## src/rtl/rw_manager_ac_sequencer.sv

```systemverilog
// rtl/rw_manager_ac_sequencer.sv - AC ROM command sequencer with repeat passes and ready/valid output
// Optional build macro: AC_SEQ_NOP_SKIP_EN (zero-valued ROM words are consumed without being presented)
module rw_manager_ac_sequencer #(
    parameter int ADDR_WIDTH  = 6,
    parameter int DATA_WIDTH  = 32,
    parameter int LOOP_WIDTH  = 8,
    parameter int ROM_LATENCY = 2
) (
    input  logic                  clock,
    input  logic                  reset,
    input  logic                  start,
    input  logic [ADDR_WIDTH-1:0] start_addr,
    input  logic [ADDR_WIDTH-1:0] num_words,
    input  logic [LOOP_WIDTH-1:0] loop_count,
    output logic                  busy,
    output logic                  done,
    output logic [ADDR_WIDTH-1:0] rom_rdaddress,
    input  logic [DATA_WIDTH-1:0] rom_q,
    output logic                  cmd_valid,
    input  logic                  cmd_ready,
    output logic [DATA_WIDTH-1:0] cmd_word
);

    typedef enum logic [2:0] {
        S_IDLE,
        S_FETCH,
        S_WAIT,
        S_PRESENT,
        S_FINISH
    } state_t;

    // The address is registered out of FETCH, so the ROM sees it one cycle later;
    // WAIT therefore spans ROM_LATENCY+1 cycles before rom_q is safe to capture.
    localparam logic [2:0] WAIT_LAST = 3'(ROM_LATENCY);

    state_t                state_q, state_d;
    logic [ADDR_WIDTH-1:0] start_q, start_d;
    logic [ADDR_WIDTH-1:0] nw_q, nw_d;
    logic [LOOP_WIDTH-1:0] pass_q, pass_d;
    logic [ADDR_WIDTH-1:0] addr_q, addr_d;
    logic [ADDR_WIDTH-1:0] idx_q, idx_d;
    logic [2:0]            wait_q, wait_d;
    logic [ADDR_WIDTH-1:0] rdaddr_q, rdaddr_d;
    logic [DATA_WIDTH-1:0] word_q, word_d;

    logic                  advance;
    logic [ADDR_WIDTH:0]   idx_inc;
    logic                  more_words;

    assign idx_inc    = {1'b0, idx_q} + {{ADDR_WIDTH{1'b0}}, 1'b1};
    assign more_words = idx_inc < {1'b0, nw_q};

    always_comb begin
        state_d  = state_q;
        start_d  = start_q;
        nw_d     = nw_q;
        pass_d   = pass_q;
        addr_d   = addr_q;
        idx_d    = idx_q;
        wait_d   = wait_q;
        rdaddr_d = rdaddr_q;
        word_d   = word_q;
        advance  = 1'b0;

        case (state_q)
            S_IDLE: begin
                if (start) begin
                    start_d = start_addr;
                    nw_d    = num_words;
                    pass_d  = loop_count;
                    addr_d  = start_addr;
                    idx_d   = '0;
                    state_d = (num_words == '0) ? S_FINISH : S_FETCH;
                end
            end
            S_FETCH: begin
                rdaddr_d = addr_q;
                wait_d   = '0;
                state_d  = S_WAIT;
            end
            S_WAIT: begin
                if (wait_q == WAIT_LAST) begin
                    word_d = rom_q;
`ifdef AC_SEQ_NOP_SKIP_EN
                    if (rom_q == '0) begin
                        advance = 1'b1;
                    end else begin
                        state_d = S_PRESENT;
                    end
`else
                    state_d = S_PRESENT;
`endif
                end else begin
                    wait_d = wait_q + 3'd1;
                end
            end
            S_PRESENT: begin
                if (cmd_ready) begin
                    advance = 1'b1;
                end
            end
            S_FINISH: begin
                state_d = S_IDLE;
            end
            default: begin
                state_d = S_IDLE;
            end
        endcase

        // Step to the next word, restart the pass, or finish.
        if (advance) begin
            if (more_words) begin
                idx_d   = idx_inc[ADDR_WIDTH-1:0];
                addr_d  = addr_q + {{(ADDR_WIDTH-1){1'b0}}, 1'b1};
                state_d = S_FETCH;
            end else if (pass_q != '0) begin
                idx_d   = '0;
                addr_d  = start_q;
                pass_d  = pass_q - {{(LOOP_WIDTH-1){1'b0}}, 1'b1};
                state_d = S_FETCH;
            end else begin
                state_d = S_FINISH;
            end
        end
    end

    always_ff @(posedge clock) begin
        if (reset) begin
            state_q  <= S_IDLE;
            start_q  <= '0;
            nw_q     <= '0;
            pass_q   <= '0;
            addr_q   <= '0;
            idx_q    <= '0;
            wait_q   <= '0;
            rdaddr_q <= '0;
            word_q   <= '0;
        end else begin
            state_q  <= state_d;
            start_q  <= start_d;
            nw_q     <= nw_d;
            pass_q   <= pass_d;
            addr_q   <= addr_d;
            idx_q    <= idx_d;
            wait_q   <= wait_d;
            rdaddr_q <= rdaddr_d;
            word_q   <= word_d;
        end
    end

    assign busy          = (state_q != S_IDLE) && (state_q != S_FINISH);
    assign done          = (state_q == S_FINISH);
    assign cmd_valid     = (state_q == S_PRESENT);
    assign cmd_word      = word_q;
    assign rom_rdaddress = rdaddr_q;

endmodule

```

## config.mk

```make
export PLATFORM = sky130hd
export DESIGN_NAME = rw_manager_ac_sequencer
export DESIGN_NICKNAME = d
export VERILOG_FILES = /design/src/rtl/rw_manager_ac_sequencer.sv
export SDC_FILE = /design/constraint.sdc
export NUM_CORES = 1
export LEC_CHECK = 0
export CAP_MARGIN = 20
export CORE_MARGIN = 2
export CORE_UTILIZATION = 45
export CTS_BUF_LIST = sky130_fd_sc_hd__clkbuf_8 sky130_fd_sc_hd__clkbuf_16
export CTS_CLUSTER_DIAMETER = 60
export DETAILED_ROUTE_END_ITERATION = 10
export PLACE_DENSITY_LB_ADDON = 0.05
export SLEW_MARGIN = 40
export SYNTH_ARGS = -nofsm -noshare
export SYNTH_HDL_FRONTEND = slang
export SYNTH_SLANG_ARGS = --single-unit
export TNS_END_PERCENT = 20
```

## constraint.sdc

```tcl
create_clock -name clock -period 3.1 [get_ports clock]
set_input_delay 0.62 -clock clock [delete_from_list [all_inputs] [get_ports clock]]
set_output_delay 0.62 -clock clock [all_outputs]
set_load 0.01 [all_outputs]
```

# [Yosys cells after proc, flatten, opt, wreduce, memory -nomap -nowiden]
# Index checks and enable logic that the tools add are counted.
[op_classes] n_reduce_logical=10 eq_ne=10 order_cmp=1 mux=26 addsub=4
[op_table] operator="2-to-1 mux 6 bit" n=10
[op_table] operator="2-to-1 mux 8 bit" n=5
[op_table] operator="2-to-1 mux 3 bit" n=7
[op_table] operator="one-hot mux 3 bit (4 select lines)" n=1
[op_table] operator="equality test 3 x 2 -> 1 bit, second input constant" n=3
[op_table] operator="inequality test 3 bit, second input constant" n=3
[op_table] operator="nonzero test 8 bit" n=1
[op_table] operator="subtractor 8 x 1 -> 8 bit, second input constant" n=1
[op_table] operator="adder 6 x 1 -> 7 bit, second input constant" n=1
[op_table] operator="< comparator 7 x 6 -> 1 bit" n=1
[op_table] operator="adder 6 x 1 -> 6 bit, second input constant" n=1
[op_table] operator="zero test 6 bit" n=1
[op_table] operator="one-hot mux 3 bit (2 select lines)" n=1
[op_table] operator="AND reduction 2 bit" n=3
[op_table] operator="adder 3 x 1 -> 3 bit, second input constant" n=1
[op_table] operator="equality test 3 x 1 -> 1 bit, second input constant" n=1
[op_table] operator="equality test 3 bit, second input constant" n=1
[op_table] operator="zero test 3 bit" n=1
[op_table] operator="AND reduction 3 bit" n=1
[op_table] operator="nonzero test 3 bit" n=1
[op_table] operator="2-to-1 mux 1 bit" n=2
[op_table] operator="inequality test 2 x 1 -> 1 bit, second input constant" n=1
[op_table] operator="inequality test 2 bit, second input constant" n=1
[op_table] operator="nonzero test 2 bit" n=1
[op_table] operator="logical AND 1 bit" n=1
[totals] inputBits=56 regBits=76

# [Logic depth before layout (Yosys ltp)]
# Gate-level depths: netlist (run 1).
[depth] word_depth=5 ltp_mapped=11

# [Least setup slack after synthesis (run 1)]
# OpenSTA, ideal clock, no wires.
[synth_path] path_type="reg-to-reg" from="register idx_q[0]" to="register pass_q[5]" arrival_ns=2.120 t_required_ns=3.026 setup_ns=0.074 path_slack_ns=0.905 stages_incl_launch_ff=11 path_buffers=0 period_less_slack_ns=2.195 path_cell_list="dfxtp_1 ha_1 nand3_2 xnor2_1 ha_1 a21oi_1 o221a_2 o21ai_2 nand2_1 or4_1 a31oi_1"
[synth_between] elab_chain_len=4
[synth_rtl] item="from (decl)" line="41" text="logic [ADDR_WIDTH-1:0] idx_q, idx_d;"
[synth_rtl] item="from (signal assigned)" line="144" text="idx_q <= idx_d;"
[synth_rtl] item="adder 6 x 1 -> 7 bit" line="50" text="assign idx_inc = {1'b0, idx_q} + {{ADDR_WIDTH{1'b0}}, 1'b1};"
[synth_rtl] item="< comparator 7 x 6 -> 1 bit" line="51" text="assign more_words = idx_inc < {1'b0, nw_q};"
[synth_rtl] item="2-to-1 mux 8 bit" line="112" text="if (more_words) begin"
[synth_rtl] item="2-to-1 mux 8 bit" line="111" text="if (advance) begin"
[synth_rtl] item="to (signal assigned)" line="142" text="pass_q <= pass_d;"
[synth_rtl] item="to (decl)" line="39" text="logic [LOOP_WIDTH-1:0] pass_q, pass_d;"
# Every way passes these cells.
# A chain may end at the register's enable or synchronous reset.

# [Final worst setup path (run 1)]
[layout_path] from="register idx_q[0]" to="register addr_q[3]"
[layout_between] elab_chain_len=4
[layout_rtl] item="adder 6 x 1 -> 7 bit" line="50"
[layout_rtl] item="< comparator 7 x 6 -> 1 bit" line="51"
[layout_rtl] item="2-to-1 mux 6 bit" line="112"
[layout_rtl] item="2-to-1 mux 6 bit" line="111"
[layout_rtl] item="to (signal assigned)" line="143" text="addr_q <= addr_d;"
[layout_rtl] item="to (decl)" line="40" text="logic [ADDR_WIDTH-1:0] addr_q, addr_d;"
# Every way passes these cells.

==> results of run 1 <==
worst max-delay path: cells and delay by family, from the launching register on:
kind	cells	cell delay [ns]
xor gates and xnor gates	1	0.15
DFF	1	0.42
AOI/OAI and AO/OA	5	1.19
and+or+nand+nor	2	0.33
adders and majority gates	2	0.49
kinds of logic after synthesis:
logic type	share of synthesized area, %
simple gates	24.98
compound gates	17.96
flops	44.48
buf+inv	4.426
fa+ha+maj	4.023
mux	2.341
xor+xnor	1.792
layer usage:
metal	vias up	routed length (microns)	share of wire, %
met5	-	0	0
met4	0	123	1.5
met3	10	652	7.8
met2	78	3864	46
met1	1449	3696	44
li1	1638	-	-
per-stage QoR:
step	setup WS (ns)	instances
after floorplan	0.9052	425
after global placement	0.5306	603
after detailed placement	0.3477	603
after CTS	0.3537	618
after global routing	0.1479	618
final	0.3882	618
cell type report:
type	count	area share [%]
Clock buffer	11	3.210
Sequential cell	76	32.26
Timing Repair Buffer	101	21.07
Inverter	14	1.114
Clock inverter	4	2.547
Tap cell	99	2.627
Multi-Input combinational cell	313	37.17
final timing paths:
kind | endpoint | slack, ns
min reg2reg | cmd_word[9]$_SDFFE_PP0P_ | 0.45
max reg2reg | addr_q[3]$_SDFF_PP0_ | 0.39
min | cmd_word[9]$_SDFFE_PP0P_ | 0.45
max | addr_q[3]$_SDFF_PP0_ | 0.39
synth_stat cells, types with 3 or more instances:
cell type	count
nand2b_1	3
inv_1	14
ha_1	11
a21oi_1	56
a211oi_1	3
mux2i_1	8
nor2_1	22
a31oi_1	4
clkbuf_1	13
dfxtp_1	76
nor3_1	8
nor4_1	5
xor2_1	4
a21o_1	3
buf_2	7
o21ai_0	14
or4_1	3
xnor2_1	3
nand3_1	6
and3_1	7
a21boi_0	5
nand2_1	110
state kept, by name (all words and copies together) (netlist names):
name / flops
cmd_word: 32
pass_q: 8
addr_q: 6
idx_q: 6
nw_q: 6
rom_rdaddress: 6
start_q: 6
state_q: 3
wait_q: 3
power breakdown:
part           internal (W)  leakage, nW  switching [W]  total [W]
combinational      0.000143        0.987       0.000155   0.000298
sequential          0.00101        0.616      0.0000313    0.00104
clock              0.000656        0.136       0.000356    0.00101
total               0.00181         1.74       0.000542    0.00235
==> flow_summary_export.csv, run 1 <==
group,metric,value,unit
outcome,outcome,"complete, no violations",
timing,holdWs,0.4537,ns
cells_and_area,syn_to_final_growth,37.86,%
timing,max_slew_margin,47.37,%
setup_path,critPathSlowestCell,"o21a_1",
cts,cts_tree,"done",
cells_and_area,design_area,4716,sq um
logic_synthesis,synth_top_area_cell,"dfxtp_1",
cts,ctsHtreeMaxLevel,3,
cells_and_area,drive_gt1_share,6.744,%
logic_synthesis,synth-edff-count,0,
cts,clockBufferDepth,2,
die,row_count,31,
timing,max_freq,0.3688,GHz
logic_synthesis,synth_seq_cells,76,
cts,cts.sinks,76,
detailed_routing,wl_per_cell,13.49,microns
global_route,gr-max-usage-layer,"met2",
setup_path,critPathKind,"reg -> reg",
worst_hold_path,min_path_type,"reg -> reg",
timing,rsz0062_at_grt,"false",
global_route,met2_usage,35.00,%
place,dp_hpwl,5929,microns
global_route,antenna_found_initial,0,
cells_and_area,n_fill_cell,667,
timing,min_period,2.712,ns
setup_path,cp.required,3.32,ns
cells_and_area,fin_nets,582,
setup_path,cp.arrival,2.93,ns
timing,clock_skew,0.008568,ns
logic_synthesis,syn-cell-area,3421,sq um
global_route,met3_usage,7.137,%
logic_synthesis,synth.area.top_cells,"dfxtp_1, nand2_1, a21oi_1",
cts,clk_latency,0.34,ns
detailed_routing,drc_errors,0,
cells_and_area,layout.area.seq,1521,sq um
die,design.die.area,8315,sq um
place,io_buffers,96,
timing,setup_tns,0,ns
setup_path,crit_path_end_kind,"register",
setup_path,cp_max_fo,13,
detailed_routing,drt-total-wl,8337,microns
cells_and_area,final_common_cell,"nand2_1",
global_route,grt_pass1_wl,14210,microns
pwr,total_power,0.002349,W
logic_synthesis,yosysUniqueCellTypes,53,
setup_path,worstPathCellList,"ha_1, nand3_2, xnor2_1, ha_1, a21oi_1, o221a_2, o21a_1, o21ai_0, nand2b_1, o21ai_0",
cells_and_area,final_core_util,64.67,%
die,start_util,46.91,%
cts,numCtsBuffers,9,
global_route,grt_pass1_vias,3166,
global_route,grt_max_degree,33,
timing,fin_crit_sh,87.48,%
logic_synthesis,ys_seq_area_share,44.48,%
logic_synthesis,synth_top_area_share,44.48,%
pwr,p_per_area,498.2,nW/um^2
logic_synthesis,synthCells,425,
worst_hold_path,hold_start,"cmd_word[9]$_SDFFE_PP0P_",
detailed_routing,drtPass1Iterations,4,
timing,finalHoldViolCount,0,
place,postPlaceCellArea,4444,sq um
setup_path,r2r-start,"idx_q[0]$_SDFF_PP0_",
cells_and_area,n_antenna_cell,0,
setup_path,max_stage_delay,0.44,ns
pwr,peakVddDrop,236.7,uV
setup_path,setup.worst_path.start,"idx_q[0]$_SDFF_PP0_",
detailed_routing,ant_nets,0,
cells_and_area,multiInputGateArea,1753,sq um
setup_path,reg2reg_depth,10,
timing,slew_violations,0,
logic_synthesis,synthFlopType,"dfxtp_1",
global_route,grt.total_usage,20.97,%
detailed_routing,vias_per_cell,5.138,
logic_synthesis,synth_area_per_cell,8.049,sq um
cts,post_cts_buffers,0,
global_route,grtUsageMet1,24.87,%
job,drv_cap,0,
die,io_pins,97,
place,place_congestion,0.7679,
setup_path,start_kind,"register",
cts,ctsResizeCount,0,
logic_synthesis,yosysWarnings,0,
die,coreArea,7292,sq um
logic_synthesis,synth-async-reset-ratio,0,%
pwr,p_leak,1.739,nW
global_route,overflow,0,
cts,clk_pin_slew,0.08,ns
detailed_routing,num_vias,3175,
detailed_routing,drt_iter0_drc,116,
timing,finalSetupViolations,0,
timing,tightest_slew,0.7852,ns
die,die_y,91.19,microns
die,die_w,91.19,microns
cts,postCtsHoldBufs,0,
cells_and_area,mostFrequentLayoutCells,"nand2_1, clkdlybuf4s50_1, dfxtp_1",
logic_synthesis,synth.net_count,492,
cts,cts_root_buf,"clkbuf_8",
worst_hold_path,min_path_cells,2,
Note: power is estimated with default switching activity, not from simulation.
==> run 2: changes to the inputs <==
--- a/config.mk
+++ b/config.mk
@@ -12,6 +12,7 @@
 export CTS_CLUSTER_DIAMETER = 60
 export DETAILED_ROUTE_END_ITERATION = 10
 export PLACE_DENSITY_LB_ADDON = 0.05
+export RECOVER_POWER = 25
 export SLEW_MARGIN = 40
 export SYNTH_ARGS = -nofsm -noshare
 export SYNTH_HDL_FRONTEND = slang
==> run 2 against run 1 <==
Compared with the run above: sequential power is essentially flat; worst setup slack hardly changed; die area unchanged; register-to-register slack hardly changed; fmax hardly changed; largest power group unchanged; via count up 0.54%; critical path type unchanged; first-iteration DRC count grew 5.2%; highest routed layer unchanged.
==> flow_summary_export.csv, run 2 (synthesis results as in run 1) <==
group,metric,value,unit
timing,setup_tns,0,ns
pwr,p_sw,0.0005397,W
timing,fin_crit_sh,87.48,%
setup_path,path_buf_inv,0,
place,dp_cells,603,
die,coreArea,7292,sq um
die,start_util,46.91,%
cells_and_area,n_fill_cell,668,
global_route,overflow,0,
detailed_routing,num_vias,3192,
timing,max_slew_margin,8.417,%
pwr,peakVddDrop,236.8,uV
outcome,outcome,"complete, no violations",
cells_and_area,syn_to_final_growth,37.49,%
detailed_routing,drt-total-wl,8337,microns
cts,post_cts_buffers,0,
cells_and_area,mostFrequentLayoutCells,"nand2_1, clkdlybuf4s50_1, dfxtp_1",
cts,ctsHtreeMaxLevel,3,
setup_path,cp.required,3.32,ns
timing,slew_violations,0,
global_route,grt.total_usage,20.97,%
cells_and_area,final_core_util,64.50,%
place,place_congestion,0.7679,
cts,postCtsHoldBufs,0,
die,design.die.area,8315,sq um
setup_path,cp_max_fo,13,
timing,rsz0062_at_grt,"false",
cts,numCtsBuffers,9,
pwr,sw_frac_of_total,23.01,%
die,die_w,91.19,microns
timing,max_freq,0.3687,GHz
die,die_y,91.19,microns
cts,clk_pin_slew,0.08,ns
cells_and_area,final_common_cell,"nand2_1",
pwr,intPower,0.001805,W
detailed_routing,drc_errors,0,
cts,clk_latency,0.34,ns
detailed_routing,drt_iter0_drc,122,
detailed_routing,drtPass1Iterations,4,
cells_and_area,n_antenna_cell,0,
pwr,p_leak,1.770,nW
cells_and_area,largest_register_ffs,32,
setup_path,worstPathCellList,"ha_1, nand3_2, xnor2_1, ha_1, a21oi_1, o221a_2, o21a_1, o21ai_0, nand2b_1, o21ai_0",
pwr,p_per_area,498.6,nW/um^2
pwr,clockPowerShare,43.1,%
job,drv_cap,0,
global_route,grt_pass1_wl,14210,microns
die,io_pins,97,
global_route,grt_pass1_vias,3166,
cts,ctsResizeCount,0,
detailed_routing,ant_nets,0,
pwr,pwr-share-seq,44.3,%
timing,finalSetupViolations,0,
timing,min_period,2.712,ns
setup_path,critPathSlowestCell,"o21a_1",
timing,fin_ws,0.3881,ns
timing,tightest_slew,1.363,ns
place,dp_hpwl,5929,microns
cts,clockBufferDepth,2,
cts,cts_root_buf,"clkbuf_8",
place,pre_cts_slack,0.3477,ns
detailed_routing,vias_per_cell,5.165,
setup_path,critPathKind,"reg -> reg",
place,io_buffers,96,
setup_path,max_stage_delay,0.44,ns
timing,finalHoldViolCount,0,
cts,cts.sinks,76,
setup_path,start_kind,"register",
cells_and_area,drive_gt1_share,6.358,%
die,row_count,31,
setup_path,cp_top_family,"compound AO/OA/AOI/OAI gates",
cells_and_area,finalNonFillerCells,618,
cells_and_area,fin_nets,582,
global_route,antenna_found_initial,0,
timing,clock_skew,0.008722,ns
cts,cts_tree,"done",
detailed_routing,wl_per_cell,13.49,microns
setup_path,crit_path_end_kind,"register",
setup_path,cp.arrival,2.93,ns
pwr,p_comb_share,12.6,%
global_route,grt_max_degree,33,
worst_hold_path,min_path_type,"reg -> reg",
run 2: cell count changes in the layout (fill, tap and decap cells not counted), sizes merged:
cell	before	now
dlygate4sd3	0	11
clkdlybuf4s50	95	84
run 2: per-stage QoR:
step / hold WS [ns] / cell area, sq um / total power, W
after floorplan: 0.4319 / 3421 / 0.001238
after global placement: 0.4402 / 4444 / 0.001356
after detailed placement: 0.4453 / 4444 / 0.001361
after CTS: 0.4563 / 4716 / 0.002375
after global routing: 0.4747 / 4703 / 0.002446
final: 0.4537 / 4703 / 0.002345
run 2: final cells by class:
class                      count  area [sq um]  share of cell area [%]
clock buffer                  11         151.4                   3.219
clock inverter                 4         120.1                   2.554
inverter                      14         52.55                   1.117
multi-input combinational    313          1740                   37.00
sequential                    76          1521                   32.35
tap                           99         123.9                   2.634
timing repair buffer         101         993.5                   21.12
run 2: routing by layer:
| layer | up-vias | track usage [%] | part of all wire, % |
|---|---|---|---|
| met5 | - | 0 | 0 |
| met2 | 84 | 35.00 | 46 |
| met1 | 1463 | 24.87 | 44 |
| met4 | 0 | 7.955 | 1.5 |
| met3 | 10 | 7.137 | 7.9 |
| li1 | 1635 | - | - |
run 2: worst paths after layout:
kind	startpoint	end	slack, ns	depth (start not counted)
worst min-delay path	cmd_word[9]$_SDFFE_PP0P_	cmd_word[9]$_SDFFE_PP0P_	0.45	2
worst max-delay path	idx_q[0]$_SDFF_PP0_	addr_q[3]$_SDFF_PP0_	0.39	10
worst max register to register	idx_q[0]$_SDFF_PP0_	addr_q[3]$_SDFF_PP0_	0.39	10
worst min register to register	cmd_word[9]$_SDFFE_PP0P_	cmd_word[9]$_SDFFE_PP0P_	0.45	2
run 2: power by group through the flow:
stage                     clock network, W  logic, W  registers (W)
after floorplan                          0  0.000186        0.00105
after global placement                   0  0.000295        0.00106
after detailed placement                 0  0.000299        0.00106
after CTS                          0.00104  0.000300        0.00104
after global routing               0.00107  0.000328        0.00104
final                              0.00101  0.000296        0.00104
run 2: worst register-to-register path: cells and delay by family (launching register included):
kind                       cells  cell delay (ns)
DFF                            1             0.42
AOI/OAI and AO/OA              5             1.20
and+or+nand+nor                2             0.34
xor gates and xnor gates       1             0.15
adders and majority gates      2             0.49
